==> src/rtl/pulse_stretch4bit.sv <==
// Four independent strobe-to-pulse stretchers with per-channel strobe queues.
// Each channel emits fixed-width pulses separated by a guaranteed low gap.
module pulse_stretch4bit #(
  parameter int unsigned PULSE_CYCLES = 5_000_000,
  parameter int unsigned GAP_CYCLES   = 5_000_000,
  parameter int unsigned MAX_PENDING  = 7
) (
  input  logic       clk,
  input  logic       reset,
  input  logic [3:0] trigger,
  input  logic [3:0] clr_overflow,
  output logic [3:0] pulse,
  output logic [3:0] busy,
  output logic [3:0] overflow,
  output logic [7:0] dbg_state
);

  localparam int unsigned MAX_CYC = (PULSE_CYCLES > GAP_CYCLES) ? PULSE_CYCLES : GAP_CYCLES;
  localparam int CW = $clog2(MAX_CYC + 1);
  localparam int PW = $clog2(MAX_PENDING + 1);

  localparam logic [CW-1:0] PULSE_LOAD = CW'(PULSE_CYCLES - 1);
  localparam logic [CW-1:0] GAP_LOAD   = CW'(GAP_CYCLES - 1);
  localparam logic [PW-1:0] PEND_MAX   = PW'(MAX_PENDING);
  localparam logic [CW-1:0] CNT_ONE    = CW'(1);
  localparam logic [PW-1:0] PEND_ONE   = PW'(1);

  typedef enum logic [1:0] {
    S_IDLE = 2'd0,
    S_HIGH = 2'd1,
    S_GAP  = 2'd2
  } state_e;

  for (genvar g = 0; g < 4; g++) begin : g_ch
    state_e          r_state;
    state_e          w_state_nxt;
    logic [CW-1:0]   r_cnt;
    logic [CW-1:0]   w_cnt_nxt;
    logic [PW-1:0]   r_pend;
    logic [PW-1:0]   w_pend_nxt;
    logic            r_ovf;
    logic            w_ovf_nxt;
    logic            r_pulse;
    logic            r_busy;
    logic            w_cnt_zero;
    logic            w_queue;
    logic            w_drop;

    assign w_cnt_zero = (r_cnt == '0);

    // Strobes that cannot start a pulse right away go to the pending queue;
    // the gap-end cycle is excluded because it hands the strobe over directly.
    assign w_queue = trigger[g] &&
                     ((r_state == S_HIGH) || ((r_state == S_GAP) && !w_cnt_zero));

    always_comb begin
      w_state_nxt = r_state;
      w_cnt_nxt   = r_cnt;
      w_pend_nxt  = r_pend;
      w_drop      = 1'b0;

      case (r_state)
        S_IDLE: begin
          if (trigger[g]) begin
            w_state_nxt = S_HIGH;
            w_cnt_nxt   = PULSE_LOAD;
          end
        end
        S_HIGH: begin
          if (w_cnt_zero) begin
            w_state_nxt = S_GAP;
            w_cnt_nxt   = GAP_LOAD;
          end else begin
            w_cnt_nxt = r_cnt - CNT_ONE;
          end
        end
        S_GAP: begin
          if (!w_cnt_zero) begin
            w_cnt_nxt = r_cnt - CNT_ONE;
          end else if (r_pend != '0) begin
            // A same-cycle strobe replaces the one taken off the queue.
            w_state_nxt = S_HIGH;
            w_cnt_nxt   = PULSE_LOAD;
            if (!trigger[g]) begin
              w_pend_nxt = r_pend - PEND_ONE;
            end
          end else if (trigger[g]) begin
            w_state_nxt = S_HIGH;
            w_cnt_nxt   = PULSE_LOAD;
          end else begin
            w_state_nxt = S_IDLE;
          end
        end
        default: begin
          w_state_nxt = S_IDLE;
          w_cnt_nxt   = '0;
        end
      endcase

      if (w_queue) begin
        if (r_pend == PEND_MAX) begin
          w_drop = 1'b1;
        end else begin
          w_pend_nxt = r_pend + PEND_ONE;
        end
      end

      w_ovf_nxt = w_drop | (r_ovf & ~clr_overflow[g]);
    end

    always_ff @(posedge clk) begin
      if (!reset) begin
        r_state <= S_IDLE;
        r_cnt   <= '0;
        r_pend  <= '0;
        r_ovf   <= 1'b0;
        r_pulse <= 1'b0;
        r_busy  <= 1'b0;
      end else begin
        r_state <= w_state_nxt;
        r_cnt   <= w_cnt_nxt;
        r_pend  <= w_pend_nxt;
        r_ovf   <= w_ovf_nxt;
        r_pulse <= (w_state_nxt == S_HIGH);
        r_busy  <= (w_state_nxt != S_IDLE) || (w_pend_nxt != '0);
      end
    end

    assign pulse[g]           = r_pulse;
    assign busy[g]            = r_busy;
    assign overflow[g]        = r_ovf;
    assign dbg_state[2*g +: 2] = r_state;
  end

endmodule

==> config.mk <==
export PLATFORM = sky130hd
export DESIGN_NAME = pulse_stretch4bit
export DESIGN_NICKNAME = d
export VERILOG_FILES = /design/src/rtl/pulse_stretch4bit.sv
export SDC_FILE = /design/constraint.sdc
export NUM_CORES = 1
export LEC_CHECK = 0
export ABC_AREA = 1
export BUFFER_PORTS_ARGS = -buffer_cell sky130_fd_sc_hd__buf_2
export CAP_MARGIN = 20
export CORE_MARGIN = 5
export CORE_UTILIZATION = 35
export CTS_CLUSTER_DIAMETER = 60
export DETAILED_ROUTE_END_ITERATION = 8
export GPL_TIMING_DRIVEN = 0
export MAX_ROUTING_LAYER = met4
export SYNTH_ARGS = -nofsm -noshare
export SYNTH_HDL_FRONTEND = slang
export SYNTH_SLANG_ARGS = --single-unit
==> constraint.sdc <==
create_clock -name clk -period 4.85 [get_ports clk]
set_input_delay 0.7275 -clock clk [delete_from_list [all_inputs] [get_ports clk]]
set_output_delay 0.7275 -clock clk [all_outputs]
set_load 0.01 [all_outputs]
# Yosys cells after proc, flatten, opt, wreduce, memory -nomap -nowiden
# Cells that the tools add are included.
word_totals:
  register_bits: 124
  wordCells: 180
classes:
  add_sub_neg: 12
  n_eq_ne: 16
  n_mux: 76
  bitwise: 12
  n_reduce_logical: 40
ops:
  columns: ["operator", "n"]
  rows:
  - ["two-way mux 23 bit", 16]
  - ["one-hot mux 23 bit (3 select lines)", 4]
  - ["zero test 23 bit", 4]
  - ["subtractor 23 x 1 -> 23 bit (second input constant)", 4]
  - ["two-way mux 3 bit", 24]
  - ["two-way mux 2 bit", 12]
  - ["one-hot mux 2 bit (3 select lines)", 4]
  - ["nonzero test 3 bit", 8]
  - ["equality test 2 x 1 -> 1 bit (second input constant)", 8]
  - ["two-way mux 1 bit", 16]
  - ["adder 3 x 1 -> 3 bit (second input constant)", 4]
  - ["equality test 3 bit (second input constant)", 4]
  - ["subtractor 3 x 1 -> 3 bit (second input constant)", 4]
  - ["equality test 2 bit (second input constant)", 4]
  - ["logical AND 1 bit", 8]
  - ["zero test 2 bit", 4]
  - ["logical OR 1 bit", 8]
  - ["nonzero test 2 bit", 4]
  - ["AND 1 bit", 4]
  - ["zero test 1 bit", 4]
  - ["NOT 1 bit", 4]
  - ["OR 1 bit", 4]

# Logic depth before layout (Yosys ltp)
depth:
  ltp_word: 9
  ltp_mapped: 15
  ltp_nobuf: 14

# Worst setup path before layout
# Ideal clock, no wire load.
synth_timing:
  kind: "input to register"
  start: "input reset"
  end: "register g_ch[0].r_busy"
  arrival_time_ns: 1.628
  required_ns: 4.722
  slack_ns: 3.095
  stages: 5
  path_buffers: 3
  path_cell_list: "clkbuf_1 > inv_2 > clkbuf_1 > clkbuf_1 > nor2_1"
synth_lines:
  columns: ["item", "line", "rtl"]
  rows:
  - ["start, declared", "9", "input logic reset,"]
  - ["end signal, assigned", "125", "r_busy <= (w_state_nxt != S_IDLE) || (w_pend_nxt != '0);"]
  - ["end, declared", "44", "logic r_busy;"]
# No word-level cell between the ends.

# Worst setup path in the final report
layout_timing:
  start: "input reset"
  end: "register g_ch[1].r_cnt[9]"
layout_lines:
  columns: ["item", "line", "rtl"]
  rows:
  - ["end signal, assigned", "121", "r_cnt <= w_cnt_nxt;"]
  - ["end, declared", "37", "logic [CW-1:0] r_cnt;"]
# No word-level cell between the ends.

==> results.tsv <==
stage	metric	value	unit
synthesis	async_flop_share	0	
detailed_routing	wl_met1	10.6	mm
floorplan	fp-row-count	55	
detailed_routing	maxUsedRoutingLayer	met4	
power	irDropWorstVdd	0.208	mV
sta	fmax	0.465	GHz
final_layout	stdcell_area	0.00928	mm2
sta	skew	0.0107	ns
clocking	clock_latency	0.42	ns
power	power_density	359	mW/mm2
synthesis	synth_seq_cells	124	
clocking	cts_buffers	17	
synthesis	synth_common_cells	254 x nand2_1, 182 x nor2_1, 126 x inv_1	
placement	placed_cells	1570	
final_layout	areaGrowthSynthToFinish	14.0	%
detailed_routing	first_iter_violations	525	
clocking	h-tree-depth	4	
final_layout	fin_util	0.407	
detailed_routing	vias	7874	
detailed_routing	viasPerCell	4.92	
clocking	cts_resized	0	
min_path	hp-class	reg2reg	
final_layout	fillers	2444	
setup_path	critical-path-top-delay-family	buffers and inverters	
sta	worst_pin_slew	0.820	ns
placement	dp.final_hpwl	15.3	mm
sta	setup_viol	0	
floorplan	core	0.0228	mm2
synthesis	netlist_area	0.00814	mm2
detailed_routing	routedWlPerCell	13.1	um
sta	fin_crit	2.15	ns
placement	gp_congestion	0.879	
sta	report.final.hold_viol_count	0	
setup_path	crit_type	in2reg	
sta	tns	0	ns
setup_path	crit_path_end_kind	register	
clocking	cts_tree	yes	
detailed_routing	ant_nets	0	
global_routing	grt_pass1_wl	35.7	mm
synthesis	synth_cells	1230	
synthesis	yosys_most_used_dff	dfxtp_1	
synthesis	yosysMostFrequentCell	nand2_1	
sta	holdWs	0.470	ns
sta	rsz0062_at_grt	false	
floorplan	die_area	0.0264	mm2
setup_path	crit_top_cell	clkbuf_1	
global_routing	grt_overflow	0	
flow_run	maxCapViolCount	0	
clocking	cts_max_path_buffers	2	
synthesis	syn_area_per_cell	6.62	um2
run_status	status	completed	
sta	finalCritPeriodShare	0.443	
synthesis	synth_top_cell_by_area	dfxtp_1	
final_layout	drive_gt1_frac	0.126	
global_routing	grt_use_total	0.166	
sta	slew_violations	0	
synthesis	ys_seq_area_frac	0.305	
setup_path	rrSetupSlack	2.76	ns
setup_path	cp_slowest_cell	clkbuf_1	
synthesis	ys_types	47	
clocking	ctsHoldBuffers	0	
floorplan	die_w	162	um
synthesis	synth.net_count	1262	
global_routing	grt_max_degree	17	
sta	max-slew-margin-rel	0.453	
power	p_leak	4.26	nW
clocking	cts_num_sinks	124	
setup_path	critical_path.max_fanout	10	
floorplan	io_pins	30	
synthesis	synth_area_leaders	dfxtp_1 31%, nand2_1 12%, nor2_1 8.4%, inv_1 5.8%, a21oi_1 5.0%	
detailed_routing	wirelength	21.0	mm
global_routing	grt_pass1_vias	7380	
synthesis	synth_edf_count	0	
synthesis	yosysWarningCount	0	
detailed_routing	dr.pass1.iters	5	
detailed_routing	drc	0	
placement	io_buffers	27	
detailed_routing	route.met3.wl	709	um
setup_path	critPathLaunchType	input port	
setup_path	cp_slowest_stage_delay	0.58	ns
clocking	cts_root_buf	clkbuf_16	
setup_path	crit_required	5.12	ns
placement	place_area	0.00866	mm2
floorplan	initial_core_util	0.357	
floorplan	die_y	162	um
detailed_routing	wl_met2	9.49	mm
clocking	path_clk_slew	0.05	ns
setup_path	crit_buf_inv	4	
global_routing	antenna_found_initial	0	
setup_path	path_cells	clkbuf_1, inv_2, clkbuf_1, clkbuf_1, nor2_1	
final_layout	num-nets-final	1308	
final_layout	antenna_cells	0	
clocking	postCtsSetupBuffers	0	
synthesis	synth_top_area_frac	0.305	
final_layout	final_cells	1601	
setup_path	arrival	2.42	ns
final cells by class:
cell class / instances / area, um2 / area share
multi-input cells: 919 / 4880 / 0.526
flip-flops and latches: 124 / 2480 / 0.268
inverters: 138 / 518 / 0.0558
clock buffers: 18 / 439 / 0.0473
well taps: 313 / 392 / 0.0422
plain buffers: 49 / 259 / 0.0279
clock inverters: 13 / 174 / 0.0187
repair buffers: 27 / 135 / 0.0146
tightest hold or removal path: cells and delay by family, from the launching register on:
kind             cells  cell delay, ns
AND/OR/NAND/NOR      1            0.06
AO/OA/AOI/OAI        1            0.05
flip-flops           1            0.31
cells in the final DEF, fill, tap and decap left out, types with 13 or more instances in the layout:
cell type / n
xor2_1: 34
dfxtp_1: 124
a22oi_1: 16
ha_1: 22
o21ai_0: 69
buf_4: 13
buf_2: 30
clkbuf_1: 30
nor2_1: 182
nand2_2: 13
a21oi_1: 82
nor2_2: 22
nor3_1: 14
inv_1: 126
nand2_1: 254
nand4_1: 20
nand3_1: 80
nor2_4: 13
clkbuf_16: 17
a32oi_1: 13
report_power, final:
part	switching (W)	leakage, nW	internal [W]	total (W)
Sequential	0.0000801	1.02	0.00110	0.00118
Clock	0.000479	0.301	0.000865	0.00134
Combinational	0.000522	2.94	0.000285	0.000807
Total	0.00108	4.26	0.00225	0.00333
cell families after synthesis:
family | synth area share
simple gates | 0.357
compound gates | 0.159
buf+inv | 0.0955
flops | 0.305
xor+xnor | 0.0495
fa+ha+maj | 0.0338
flip-flops by register name, indices dropped and copies added (netlist names):
register	cells
g_ch.r_cnt	92
g_ch.r_pend	12
g_ch.r_state	8
g_ch.r_busy	4
g_ch.r_ovf	4
g_ch.r_pulse	4
metal layers:
metal,global-route usage,up-vias
met1,0.225,3623
li1,-,4111
met2,0.258,122
met3,0.0281,18
met5,-,-
met4,0.0400,0
final timing paths:
kind / cells after the start / end / from
max: 5 / g_ch[1].r_cnt[9]$_SDFF_PN0_ / reset
min: 2 / g_ch[0].r_ovf$_SDFF_PN0_ / g_ch[0].r_ovf$_SDFF_PN0_
min reg2reg: 2 / g_ch[0].r_ovf$_SDFF_PN0_ / g_ch[0].r_ovf$_SDFF_PN0_
max reg2reg: 12 / g_ch[2].r_cnt[14]$_SDFF_PN0_ / g_ch[2].r_cnt[0]$_SDFF_PN0_
per-stage QoR:
step           setup slack (ns)  total power, W
4_1_cts                    2.72         0.00336
5_1_grt                    2.55         0.00352
3_5_place_dp               2.28         0.00200
3_3_place_gp               2.29         0.00199
6_report                   2.70         0.00333
2_1_floorplan              3.09         0.00182
Power figures use the tool's default switching activity.
